===== src/rtl/pipe_pkg.sv =====
// rtl/pipe_pkg.sv - shared types for the RV32I pipeline hazard controller
// Sequencer states, forwarding select codes and the forwarding pick helper.
package pipe_pkg;

  typedef enum logic [1:0] {
    RUN      = 2'd0,
    MEM_WAIT = 2'd1,
    HALT     = 2'd2
  } state_t;

  localparam logic [1:0] FWD_REG   = 2'b00;
  localparam logic [1:0] FWD_EXMEM = 2'b01;
  localparam logic [1:0] FWD_MEMWB = 2'b10;

  // Youngest producer wins: EX/MEM result is newer than MEM/WB; x0 never forwards.
  function automatic logic [1:0] fwd_pick(input logic [4:0] rs,
                                          input logic [4:0] mem_rd,
                                          input logic       mem_reg_write,
                                          input logic [4:0] wb_rd,
                                          input logic       wb_reg_write);
    if (mem_reg_write && mem_rd != 5'd0 && mem_rd == rs)
      return FWD_EXMEM;
    else if (wb_reg_write && wb_rd != 5'd0 && wb_rd == rs)
      return FWD_MEMWB;
    else
      return FWD_REG;
  endfunction

endpackage


===== src/rtl/pipe_hazard_ctrl_fwd_unit.sv =====
// rtl/pipe_hazard_ctrl_fwd_unit.sv - combinational EX operand forwarding selects
// Produces both ALU operand selects from the EX/MEM and MEM/WB destinations.
module fwd_unit
  import pipe_pkg::*;
(
  input  logic [4:0] ex_rs1,
  input  logic [4:0] ex_rs2,
  input  logic [4:0] mem_rd,
  input  logic       mem_reg_write,
  input  logic [4:0] wb_rd,
  input  logic       wb_reg_write,
  output logic [1:0] fwd_a,
  output logic [1:0] fwd_b
);

  assign fwd_a = fwd_pick(ex_rs1, mem_rd, mem_reg_write, wb_rd, wb_reg_write);
  assign fwd_b = fwd_pick(ex_rs2, mem_rd, mem_reg_write, wb_rd, wb_reg_write);

endmodule


===== src/rtl/pipe_hazard_ctrl.sv =====
// rtl/pipe_hazard_ctrl.sv - stall/flush/forwarding control for the 5-stage pipeline
// Freezes the pipe on slow data-memory accesses and halts on a stuck access.
module pipe_hazard_ctrl
  import pipe_pkg::*;
#(
  parameter int MEM_TIMEOUT = 16,
  parameter int CNT_W       = 32
) (
  input  logic             clk,
  input  logic             reset,
  input  logic [4:0]       id_rs1,
  input  logic [4:0]       id_rs2,
  input  logic             id_use_rs1,
  input  logic             id_use_rs2,
  input  logic [4:0]       ex_rs1,
  input  logic [4:0]       ex_rs2,
  input  logic [4:0]       ex_rd,
  input  logic             ex_mem_read,
  input  logic             ex_redirect,
  input  logic [4:0]       mem_rd,
  input  logic             mem_reg_write,
  input  logic [4:0]       wb_rd,
  input  logic             wb_reg_write,
  input  logic             dmem_req,
  input  logic             dmem_ready,
  output logic             pc_stall,
  output logic             ifid_stall,
  output logic             idex_stall,
  output logic             exmem_stall,
  output logic             ifid_flush,
  output logic             idex_flush,
  output logic             memwb_flush,
  output logic [1:0]       fwd_a,
  output logic [1:0]       fwd_b,
  output logic             timeout_err,
  output logic [CNT_W-1:0] stall_cycles,
  output logic [CNT_W-1:0] flush_events
);

  localparam int              WC_W    = $clog2(MEM_TIMEOUT) + 1;
  localparam logic [WC_W-1:0] WC_LAST = WC_W'(MEM_TIMEOUT - 1);

  state_t          state;
  logic [WC_W-1:0] wait_cnt;
  logic            halted;
  logic            freeze;
  logic            redirect_hit;
  logic            load_use;
  logic [1:0]      fwd_a_raw;
  logic [1:0]      fwd_b_raw;

  fwd_unit u_fwd (
    .ex_rs1        (ex_rs1),
    .ex_rs2        (ex_rs2),
    .mem_rd        (mem_rd),
    .mem_reg_write (mem_reg_write),
    .wb_rd         (wb_rd),
    .wb_reg_write  (wb_reg_write),
    .fwd_a         (fwd_a_raw),
    .fwd_b         (fwd_b_raw)
  );

  assign fwd_a = reset ? FWD_REG : fwd_a_raw;
  assign fwd_b = reset ? FWD_REG : fwd_b_raw;

  // The cycle dmem_ready rises is an ordinary cycle, so freeze always needs !dmem_ready.
  assign halted       = (state == HALT);
  assign freeze       = !halted && (state == MEM_WAIT || dmem_req) && !dmem_ready;
  assign redirect_hit = !halted && !freeze && ex_redirect;
  assign load_use     = !halted && !freeze && !ex_redirect && ex_mem_read && ex_rd != 5'd0 &&
                        ((id_use_rs1 && id_rs1 == ex_rd) || (id_use_rs2 && id_rs2 == ex_rd));

  assign timeout_err = halted;

  always_comb begin
    pc_stall    = 1'b0;
    ifid_stall  = 1'b0;
    idex_stall  = 1'b0;
    exmem_stall = 1'b0;
    ifid_flush  = 1'b0;
    idex_flush  = 1'b0;
    memwb_flush = 1'b0;
    if (reset) begin
      ifid_flush  = 1'b1;
      idex_flush  = 1'b1;
      memwb_flush = 1'b1;
    end else if (halted || freeze) begin
      pc_stall    = 1'b1;
      ifid_stall  = 1'b1;
      idex_stall  = 1'b1;
      exmem_stall = 1'b1;
      memwb_flush = 1'b1;
    end else if (redirect_hit) begin
      ifid_flush = 1'b1;
      idex_flush = 1'b1;
    end else if (load_use) begin
      pc_stall   = 1'b1;
      ifid_stall = 1'b1;
      idex_flush = 1'b1;
    end
  end

  always_ff @(posedge clk or posedge reset) begin
    if (reset) begin
      state    <= RUN;
      wait_cnt <= '0;
    end else begin
      case (state)
        RUN: begin
          if (dmem_req && !dmem_ready) begin
            state    <= MEM_WAIT;
            wait_cnt <= '0;
          end
        end
        MEM_WAIT: begin
          if (dmem_ready)
            state <= RUN;
          else if (wait_cnt == WC_LAST)
            state <= HALT;
          else
            wait_cnt <= wait_cnt + WC_W'(1);
        end
        default: state <= HALT;
      endcase
    end
  end

  always_ff @(posedge clk or posedge reset) begin
    if (reset) begin
      stall_cycles <= '0;
      flush_events <= '0;
    end else begin
      if (pc_stall && stall_cycles != {CNT_W{1'b1}})
        stall_cycles <= stall_cycles + CNT_W'(1);
      if (redirect_hit && flush_events != {CNT_W{1'b1}})
        flush_events <= flush_events + CNT_W'(1);
    end
  end

endmodule


===== config.mk =====
export PLATFORM = sky130hd
export DESIGN_NAME = pipe_hazard_ctrl
export DESIGN_NICKNAME = d
export VERILOG_FILES = /design/src/rtl/pipe_pkg.sv /design/src/rtl/pipe_hazard_ctrl_fwd_unit.sv /design/src/rtl/pipe_hazard_ctrl.sv
export SDC_FILE = /design/constraint.sdc
export NUM_CORES = 1
export LEC_CHECK = 0
export ABC_AREA = 1
export BUFFER_PORTS_ARGS = -buffer_cell sky130_fd_sc_hd__buf_2
export CORE_ASPECT_RATIO = 1.5
export CORE_MARGIN = 1
export CORE_UTILIZATION = 50
export CTS_CLUSTER_DIAMETER = 40
export CTS_CLUSTER_SIZE = 10
export DETAILED_ROUTE_END_ITERATION = 16
export GPL_TIMING_DRIVEN = 0
export PLACE_DENSITY = 0.73
export SLEW_MARGIN = 20
export SYNTH_ARGS = -nofsm -noshare
export SYNTH_HDL_FRONTEND = slang
export SYNTH_HIERARCHICAL = 1
export SYNTH_SLANG_ARGS = --single-unit

===== constraint.sdc =====
create_clock -name clk -period 11.7 [get_ports clk]
set_input_delay 2.34 -clock clk [delete_from_list [all_inputs] [get_ports clk]]
set_output_delay 2.34 -clock clk [all_outputs]
set_load 0.02 [all_outputs]

[After elaboration in Yosys (flattened, before gate mapping)]
Index checks and enable logic that the tools add are counted.
Word-level totals
  register bits: 71
  input port bits: 45
  bits in latches: 0
  memories: 0
  bits in writable memories: 0
  bits in read-only memories: 0
  logic and storage cells: 82
Cells by class
  add/subtract/negate cells: 3
  bitwise gates (word level): 0
  multiplexer cells: 27
  reduce and logical (&&, ||, !) cells: 33
  eq/ne operators: 15
  multiply operators: 0
  shift operators: 0
  $lt $le $gt $ge: 0
  div/mod/pow operators: 0
Operator list (count)
  $add A32 B1 Y32 const B: 2
  $ne A32 B32 Y1 const B: 2
  $eq A5 B5 Y1: 6
  $logic_and A1 B1 Y1: 19
  $mux W2: 9
  $mux W5: 3
  $reduce_bool A5 Y1: 3
  $mux W1: 13
  $pmux W5 S2: 1
  $ne A2 B2 Y1 const B: 3
  $add A5 B1 Y5 const B: 1
  $eq A5 B4 Y1 const B: 1
  $logic_not A1 Y1: 4
  $pmux W2 S2: 1
  $reduce_and A4 Y1: 1
  $logic_or A1 B1 Y1: 3
  $ne A3 B2 Y1 const B: 1
  $eq A2 B1 Y1 const B: 1
  $eq A2 B2 Y1 const B: 1
  $logic_not A2 Y1: 1
  $reduce_and A2 Y1: 1
  $reduce_bool A2 Y1: 1

[Longest topological paths before layout]
Gate-level depths: netlist of run 1.
  depth in word-level cells: 15
  depth in mapped cells: 12
  mapped depth without buffers: 11

[Hierarchy]
Netlist of run 1, hierarchy kept.
Modules (own cells, without submodules)
  pipe_hazard_ctrl: sequential area each 1776.7 um^2, area an instance 4934.7 um^2, times used 1, cells each 746
  fwd_unit: sequential area each 0.0 um^2, area an instance 362.8 um^2, times used 1, cells each 81

[Least setup slack after synthesis of run 1]
No wires, ideal clock.
  kind: input to output
  start: in reset
  end: out pc_stall
  data arrival time: 5.120 ns
  cell stages on the path: 7
  setup slack: 4.240 ns
  path buffers: 2
  cell sequence: inv_1 nand2_1 inv_1 nand3_1 nand2_2 buf_4 buf_4
On the way
  cells in the longest elaborated chain, start to end: 1
RTL lines
  start: declaration: RTL line pipe_hazard_ctrl.sv:10  | input logic reset,
  $mux W1
  end: declaration: RTL line pipe_hazard_ctrl.sv:26  | output logic pc_stall,
No other way between the ends.

[Final worst setup path of run 1]
  start: in reset
  end: out pc_stall
On the way
  cells in the longest elaborated chain, start to end: 1
RTL lines
  $mux W1: RTL line pipe_hazard_ctrl.sv:83  | if (reset) begin
No other way between the ends.

==> flow_metrics.tcl, run 1 <==
set metrics [dict create \
    status "complete, no violations" \
    grt_pass1_vias 5267 \
    grt_util_met2_pct 49.81 \
    multi_input_area_um2 3019 \
    period_share_pct 53.19 \
    syn_avg_cell_area_um2 6.406 \
    dieArea_um2 11020 \
    synthArstFlopShare_pct 100.0 \
    worst_r2r_path_depth 9 \
    cp-end-kind "primary output" \
    grt_antenna_before_repair 0 \
    cts_max_path_buffers 2 \
    finalSetupViolCount 0 \
    rsz0062_at_grt "false" \
    preCtsSetupSlack_ns 5.424 \
    ys.flop_type "dfrtp_1" \
    intPower_uw 540.2 \
    fmax_mhz 160.7 \
    synth-edff-count 0 \
    yosysSeqAreaShare_pct 33.54 \
    start_kind "primary input" \
    cts-buffers-inserted 9 \
    fin_hold_ws_ns 0.5036 \
    grt.overflow.total 0 \
    grtUsageMet3_pct 3.863 \
    cp-startpoint "reset" \
    p_clk_share_pct 40.8 \
    gp_congestion 0.9671 \
    seq_area_um2 1777 \
    syn-num-nets 876 \
    clk_pin_slew_worst_paths_ns 0.06 \
    start_util_pct 51.98 \
    portBuffers 120 \
    p_sw_share_pct 31.44 \
    holdBufCountCts 0 \
    grt_first_pass_wirelength_um 23850 \
    rows 45 \
    grt_max_degree 59 \
    r2r-start "stall_cycles[0]$_DFFE_PP0P_" \
    hold_path.class "flip-flop to flip-flop" \
    h-tree-depth 3 \
    finalMaxSlewViolations 0 \
    ant_nets 0 \
    synthesis.area_um2 5298 \
    top_usage_layer "met2" \
    route.vias.total 5574 \
    cts_root_buffer "clkbuf_16" \
    p_seq_share_pct 38.0 \
    die_x_um 86.05 \
    hold_viol_final 0 \
    cts_tree "built" \
    worst_pin_slew_ns 0.6752 \
    drc 0 \
    ys_types 33 \
    endpoint "pc_stall" \
    pwr-share-comb_pct 21.2 \
    antenna_cells 0 \
    fill_cells 1016 \
    critPathMaxFanout 58 \
    p_leak_uw 0.003515 \
    post-route-util_pct 63.30 \
    setup_ws_ns 5.476 \
    instances_no_fill 1105 \
    drive_gt1_share_pct 18.98 \
    yosysWarnings 6 \
    ioPinCount 121 \
    critical_path_class "primary input to primary output" \
    via_per_inst 5.044 \
    cp.arrival_ns 3.88 \
    die_h_um 128.1 \
    power_switching_uw 247.7 \
    finalClockSkew_ns 0.007076 \
    worst_ep_required_time_ns 9.36 \
    area_growth_pct 21.78 \
    fin_tns_setup_ns 0 \
    drtIter0Drc 320 \
    cts_setup_buffers 0 \
    grtUsageTotal_pct 27.90 \
    wirelength_um 14760 \
    dp_hpwl_um 11480 \
    first_pass_iters 5 \
    slew_headroom_pct 54.64 \
    core-area_um2 10190 \
    r2r_end "stall_cycles[26]$_DFFE_PP0P_" \
    cts_sinks 71 \
    dpl.cell_count 1089 \
    power.density_nw_per_um2 122.1 \
    worstSkewPairLatency_ns 0.34 \
    post_drt_wl_per_cell_um 13.36 \
    fin_nets 1008 \
    synthCells 827 \
    irDropWorstVdd_mv 0.08285 \
    ff2ff_setup_slack_ns 9.52 \
    cap_violations 0 \
    cts.repair.resized 0 \
    grt_util_met1_pct 30.40 \
    ys_seq_elements 71 \
    period_needed_ns 6.224 \
]
[power groups by stage]
stage	logic (µW)	clock network (µW)	registers, µW
2_1_floorplan	90.3	0	320
3_3_place_gp	164	0	304
3_5_place_dp	169	0	303
4_1_cts	169	323	299
5_1_grt	186	334	304
6_report	167	321	299
[synthesized netlist by cell type (3+ instances only)]
master / instances / area [µm²]
nand2_1: 340 / 1276
nor2_1: 98 / 367.9
inv_1: 93 / 349.1
dfrtp_1: 71 / 1777
nand3_1: 64 / 320.3
xor2_1: 28 / 245.2
nor3_1: 27 / 135.1
xnor2_1: 19 / 166.4
nand4_1: 14 / 87.58
o21ai_0: 8 / 40.04
o21ai_2: 8 / 70.07
nand3b_1: 7 / 52.55
buf_4: 6 / 45.04
buf_6: 6 / 67.56
ha_1: 4 / 50.05
inv_2: 4 / 15.01
nand2_2: 4 / 25.02
buf_2: 3 / 15.01
nor2_2: 3 / 18.77
nor2_4: 3 / 33.78
[cell usage in the layout, fill, tap and decap left out, drive strengths merged, types with 11 or more instances in the layout]
cell type	instances
nor3	29
clkbuf	11
inv	98
nand3	66
xnor2	19
nor2	104
dfrtp	71
nand2	345
o21ai	17
buf	136
nand4	15
xor2	28
[final cells by class]
cell class,instances,share of cell area (%)
Tap cell,141,2.735
Clock buffer,10,3.704
Sequential cell,71,27.54
Multi-Input combinational cell,642,46.80
Clock inverter,6,1.668
Buffer,16,2.036
Timing Repair Buffer,121,9.736
Inverter,98,5.780
[cells by family after synthesis]
group           after synthesis  synth area share (%)
simple gates                569                 45.44
buf+inv                     114                 9.471
flops                        71                 33.54
xor+xnor                     47                 7.771
compound gates               21                 2.645
fa+ha+maj                     4                0.9448
mux                           1                0.1890
[per-layer routing]
layer / vias to the layer above / routed length (µm)
met1: 2498 / 5728
met2: 196 / 7597
li1: 2833 / -
met4: 0 / 650
met3: 47 / 788
met5: - / 0
[worst max-delay path, cell delays in order]
cell and delay (ns):
buf_2 0.13, inv_4 0.21, buf_16 0.31, nand2_1 0.11, inv_1 0.08, nand3_1 0.08, nand2_2 0.13, buf_4 0.20
buf_4 0.12, buf_2 0.14
[metrics by stage]
stage               instance area (µm²)  power [µW]
finish                             6451       787.9
CTS                                6451       791.5
floorplan                          5298       410.1
global route                       6451       824.3
detailed placement                 6105       471.9
global placement                   6075       468.1
[sequential cells by signal (all words and copies together), names as in the netlist]
register and count:
state 2, flush_events 32, stall_cycles 32, wait_cnt 5
[how the worst min path moves through the flow]
stage | end | startpoint | cells past startpoint
6_report | wait_cnt[0]$_DFFE_PP0P_ | wait_cnt[0]$_DFFE_PP0P_ | 1
5_1_grt | wait_cnt[0]$_DFFE_PP0P_ | wait_cnt[0]$_DFFE_PP0P_ | 1
4_1_cts | wait_cnt[0]$_DFFE_PP0P_ | wait_cnt[0]$_DFFE_PP0P_ | 1
3_5_place_dp | flush_events[31]$_DFFE_PP0P_ | flush_events[31]$_DFFE_PP0P_ | 2
3_3_place_gp | wait_cnt[0]$_DFFE_PP0P_ | wait_cnt[0]$_DFFE_PP0P_ | 1
2_1_floorplan | wait_cnt[0]$_DFFE_PP0P_ | wait_cnt[0]$_DFFE_PP0P_ | 1
Note: power is estimated with default switching activity, not from simulation.
==> run 2, diff against run 1 <==
--- a/config.mk
+++ b/config.mk
@@ -5,16 +5,16 @@
 export SDC_FILE = /design/constraint.sdc
 export NUM_CORES = 1
 export LEC_CHECK = 0
-export ABC_AREA = 1
+export ABC_AREA = 0
 export BUFFER_PORTS_ARGS = -buffer_cell sky130_fd_sc_hd__buf_2
 export CORE_ASPECT_RATIO = 1.5
 export CORE_MARGIN = 1
-export CORE_UTILIZATION = 50
+export CORE_UTILIZATION = 47
 export CTS_CLUSTER_DIAMETER = 40
 export CTS_CLUSTER_SIZE = 10
 export DETAILED_ROUTE_END_ITERATION = 16
 export GPL_TIMING_DRIVEN = 0
-export PLACE_DENSITY = 0.73
+export PLACE_DENSITY = 0.75
 export SLEW_MARGIN = 20
 export SYNTH_ARGS = -nofsm -noshare
 export SYNTH_HDL_FRONTEND = slang
==> constraint.sdc (replaced) <==
create_clock -name clk -period 5.4 [get_ports clk]
set_input_delay 1.08 -clock clk [delete_from_list [all_inputs] [get_ports clk]]
set_output_delay 1.08 -clock clk [all_outputs]
set_load 0.02 [all_outputs]
==> run 2 against run 1 <==
  * Cell count decreased by 43%
  * Via count decreased by 40%
  * Sequential share of layout area increased by 8.0 points
  * Critical endpoint is now fwd_b[1]
  * Die area decreased by 20%
  * Critical path depth decreased by 3
  * Utilization decreased by 1.7 points
==> flow_metrics.tcl, run 2 <==
set metrics [dict create \
    status "complete, no violations" \
    antenna_cells 0 \
    portBuffers 120 \
    grt_antenna_before_repair 0 \
    cts.repair.resized 0 \
    finalMaxSlewViolations 0 \
    ys.flop_type "dfrtp_1" \
    ys_top_cells_by_count "dfrtp_1, xnor2_1, nand2_1" \
    period_needed_ns 3.637 \
    synthCells 386 \
    fin_area_um2 4992 \
    synth.top_cell.area_share_pct 44.75 \
    cts_setup_buffers 0 \
    mostFrequentLayoutCell "buf_2" \
    post_drt_wl_per_cell_um 14.55 \
    min_from "flush_events[8]$_DFFE_PP0P_" \
    dpl.cell_count 612 \
    cts_sinks 71 \
    via_per_inst 5.347 \
    yosys.area.top_type "dfrtp_1" \
    power.density_nw_per_um2 280.7 \
    worstSkewPairLatency_ns 0.34 \
    finalClockSkew_ns 0.01316 \
    start_kind "primary input" \
    grt_pass1_vias 3335 \
    cts_root_buffer "clkbuf_16" \
    slew_headroom_pct 48.05 \
    crit_family "simple AND/OR/NAND/NOR gates" \
    grtUsageTotal_pct 22.15 \
    gp_congestion 0.7754 \
    rows 40 \
    yosysSeqAreaShare_pct 44.75 \
    cp-end-kind "primary output" \
    p_clk_share_pct 37.7 \
    syn_avg_cell_area_um2 10.29 \
    wirelength_um 9137 \
    ant_nets 0 \
    ioPinCount 121 \
    rsz0062_at_grt "false" \
    p_leak_uw 0.002454 \
    start_util_pct 48.97 \
    cp.arrival_ns 2.56 \
    holdBufCountCts 0 \
    hold_path.class "flip-flop to flip-flop" \
    grt.overflow.total 0 \
    intPower_uw 981.5 \
    instances_no_fill 628 \
    layout_common_cells "buf_2, dfrtp_1, xnor2_1" \
    drc 0 \
    critPathMaxFanout 3 \
    clk_pin_slew_worst_paths_ns 0.06 \
    die_h_um 114.6 \
    dp_hpwl_um 7004 \
    cp_num_buf_inv 2 \
    h-tree-depth 3 \
    cts_tree "built" \
    irDropWorstVdd_mv 0.1803 \
    ys_types 50 \
    synth-edff-count 0 \
    placed_cell_area_um2 4725 \
    yosysMostFrequentCell "dfrtp_1" \
    largestRegisters "flush_events (32), stall_cycles (32), wait_cnt (5)" \
    cts-buffers-inserted 9 \
    drtIter0Drc 142 \
    drive_gt1_share_pct 31.17 \
    syn-num-nets 435 \
    cp-startpoint "mem_rd[1]" \
    synthArstFlopShare_pct 100.0 \
    fmax_mhz 274.9 \
    pwr-share-comb_pct 17.4 \
    r2r-start "stall_cycles[0]$_DFFE_PP0P_" \
    first_pass_iters 4 \
    die_x_um 77.04 \
    fin_nets 567 \
    cts_max_path_buffers 2 \
    power_switching_uw 419.7 \
    synthesis.area_um2 3970 \
    route.vias.total 3358 \
    dieArea_um2 8826 \
    grt_max_degree 42 \
    worst_pin_slew_ns 0.7726 \
    fill_cells 704 \
    crit_chain "buf_2, or4_1, o21ai_2, nor4_1, nor4_1, nor2b_1, buf_2" \
    ys_seq_elements 71 \
    grt_first_pass_wirelength_um 15360 \
    synth.top_cells.by_area "dfrtp_1, xnor2_1, xor2_1" \
    hold_viol_final 0 \
    critical_path_class "primary input to primary output" \
    p_sw_share_pct 29.95 \
    cap_violations 0 \
    worst_ep_required_time_ns 4.32 \
    slowest_stage "or4_1" \
    core-area_um2 8108 \
    critPathMaxStageDelay_ns 0.53 \
    finalSetupViolCount 0 \
    p_seq_share_pct 44.9 \
    period_share_pct 67.35 \
    area_growth_pct 25.75 \
    yosysWarnings 6 \
]
## run 2: cell count changes after synthesis, sizes merged, moves of 8 or more
| cell | change |
|---|---|
| nor3 | -14 |
| buf | -11 |
| o21ai | -14 |
| nand2 | -308 |
| inv | -82 |
| nand3 | -40 |
| nor2 | -78 |
| xnor2 | +38 |
| and3 | +11 |
| nor4 | +14 |
| xor2 | +8 |
## run 2: power groups by stage
stage / combinational [µW] / sequential, µW / clock, µW
global route: 267 / 637 / 566
CTS: 248 / 628 / 537
floorplan: 115 / 672 / 0
global placement: 240 / 635 / 0
finish: 244 / 629 / 529
detailed placement: 248 / 637 / 0
## run 2: stage by stage
stage	hold slack, ns	setup WS (ns)	setup TNS, ns	util, %	total power (µW)
detailed placement	0.4801	1.770	0	58.27	884.8
finish	0.4844	1.763	0	61.57	1401
global route	0.5062	1.671	0	61.57	1469
CTS	0.4915	1.770	0	61.57	1414
floorplan	0.4743	0.6612	0	-	786.6
global placement	0.4715	-0.2219	-0.3609	57.99	874.7
## run 2: cells by family (layout without fill, tap and decap cells)
family                   after synthesis  in the layout  synth area share (%)
AO/OA/AOI/OAI                         18             18                 4.696
XOR/XNOR                              93             93                 20.52
adder cells (fa/ha/maj)                4              4                 1.261
buffers and inverters                 20            157                 2.300
flip-flops                            71             71                 44.75
multiplexers                           3              3                0.8509
AND/OR/NAND/NOR                      177            177                 25.62
## run 2: final timing paths
check	slack, ns	end	depth (start not counted)
min in group asynchronous	0.81	stall_cycles[13]$_DFFE_PP0P_	2
setup reg to reg	3.12	stall_cycles[1]$_DFFE_PP0P_	7
hold / removal	0.48	flush_events[8]$_DFFE_PP0P_	1
setup / recovery	1.76	fwd_b[1]	7
max in group asynchronous	4.04	stall_cycles[29]$_DFFE_PP0P_	3
hold reg to reg	0.48	flush_events[8]$_DFFE_PP0P_	1
## run 2: cell type report
type	instances	area (µm²)	share of cell area, %
multi-input combinational	295	2102	42.11
sequential	71	1777	35.59
timing repair buffer	121	620.6	12.43
clock buffer	11	232.7	4.662
tap	105	131.4	2.632
inverter	16	62.56	1.253
clock inverter	5	35.03	0.7018
buffer	4	31.28	0.6266
## run 2: worst register-to-register path: stages, from the launching register on
cell and delay, ns:
dfrtp_1 0.48, ha_1 0.31, nand2_1 0.09, nor4_2 0.38, nand3b_1 0.21, nand3_4 0.20, buf_6 0.17, mux2_1 0.32
## run 2: per-layer routing
layer | wire length (µm) | part of all wire, % | up-vias | global-route usage, %
met4 | 196 | 2.1 | 0 | 10.06
met2 | 4909 | 54 | 112 | 39.35
li1 | - | - | 1618 | -
met3 | 499 | 5.5 | 16 | 5.817
met1 | 3531 | 39 | 1612 | 24.71
met5 | 0 | 0 | - | 0
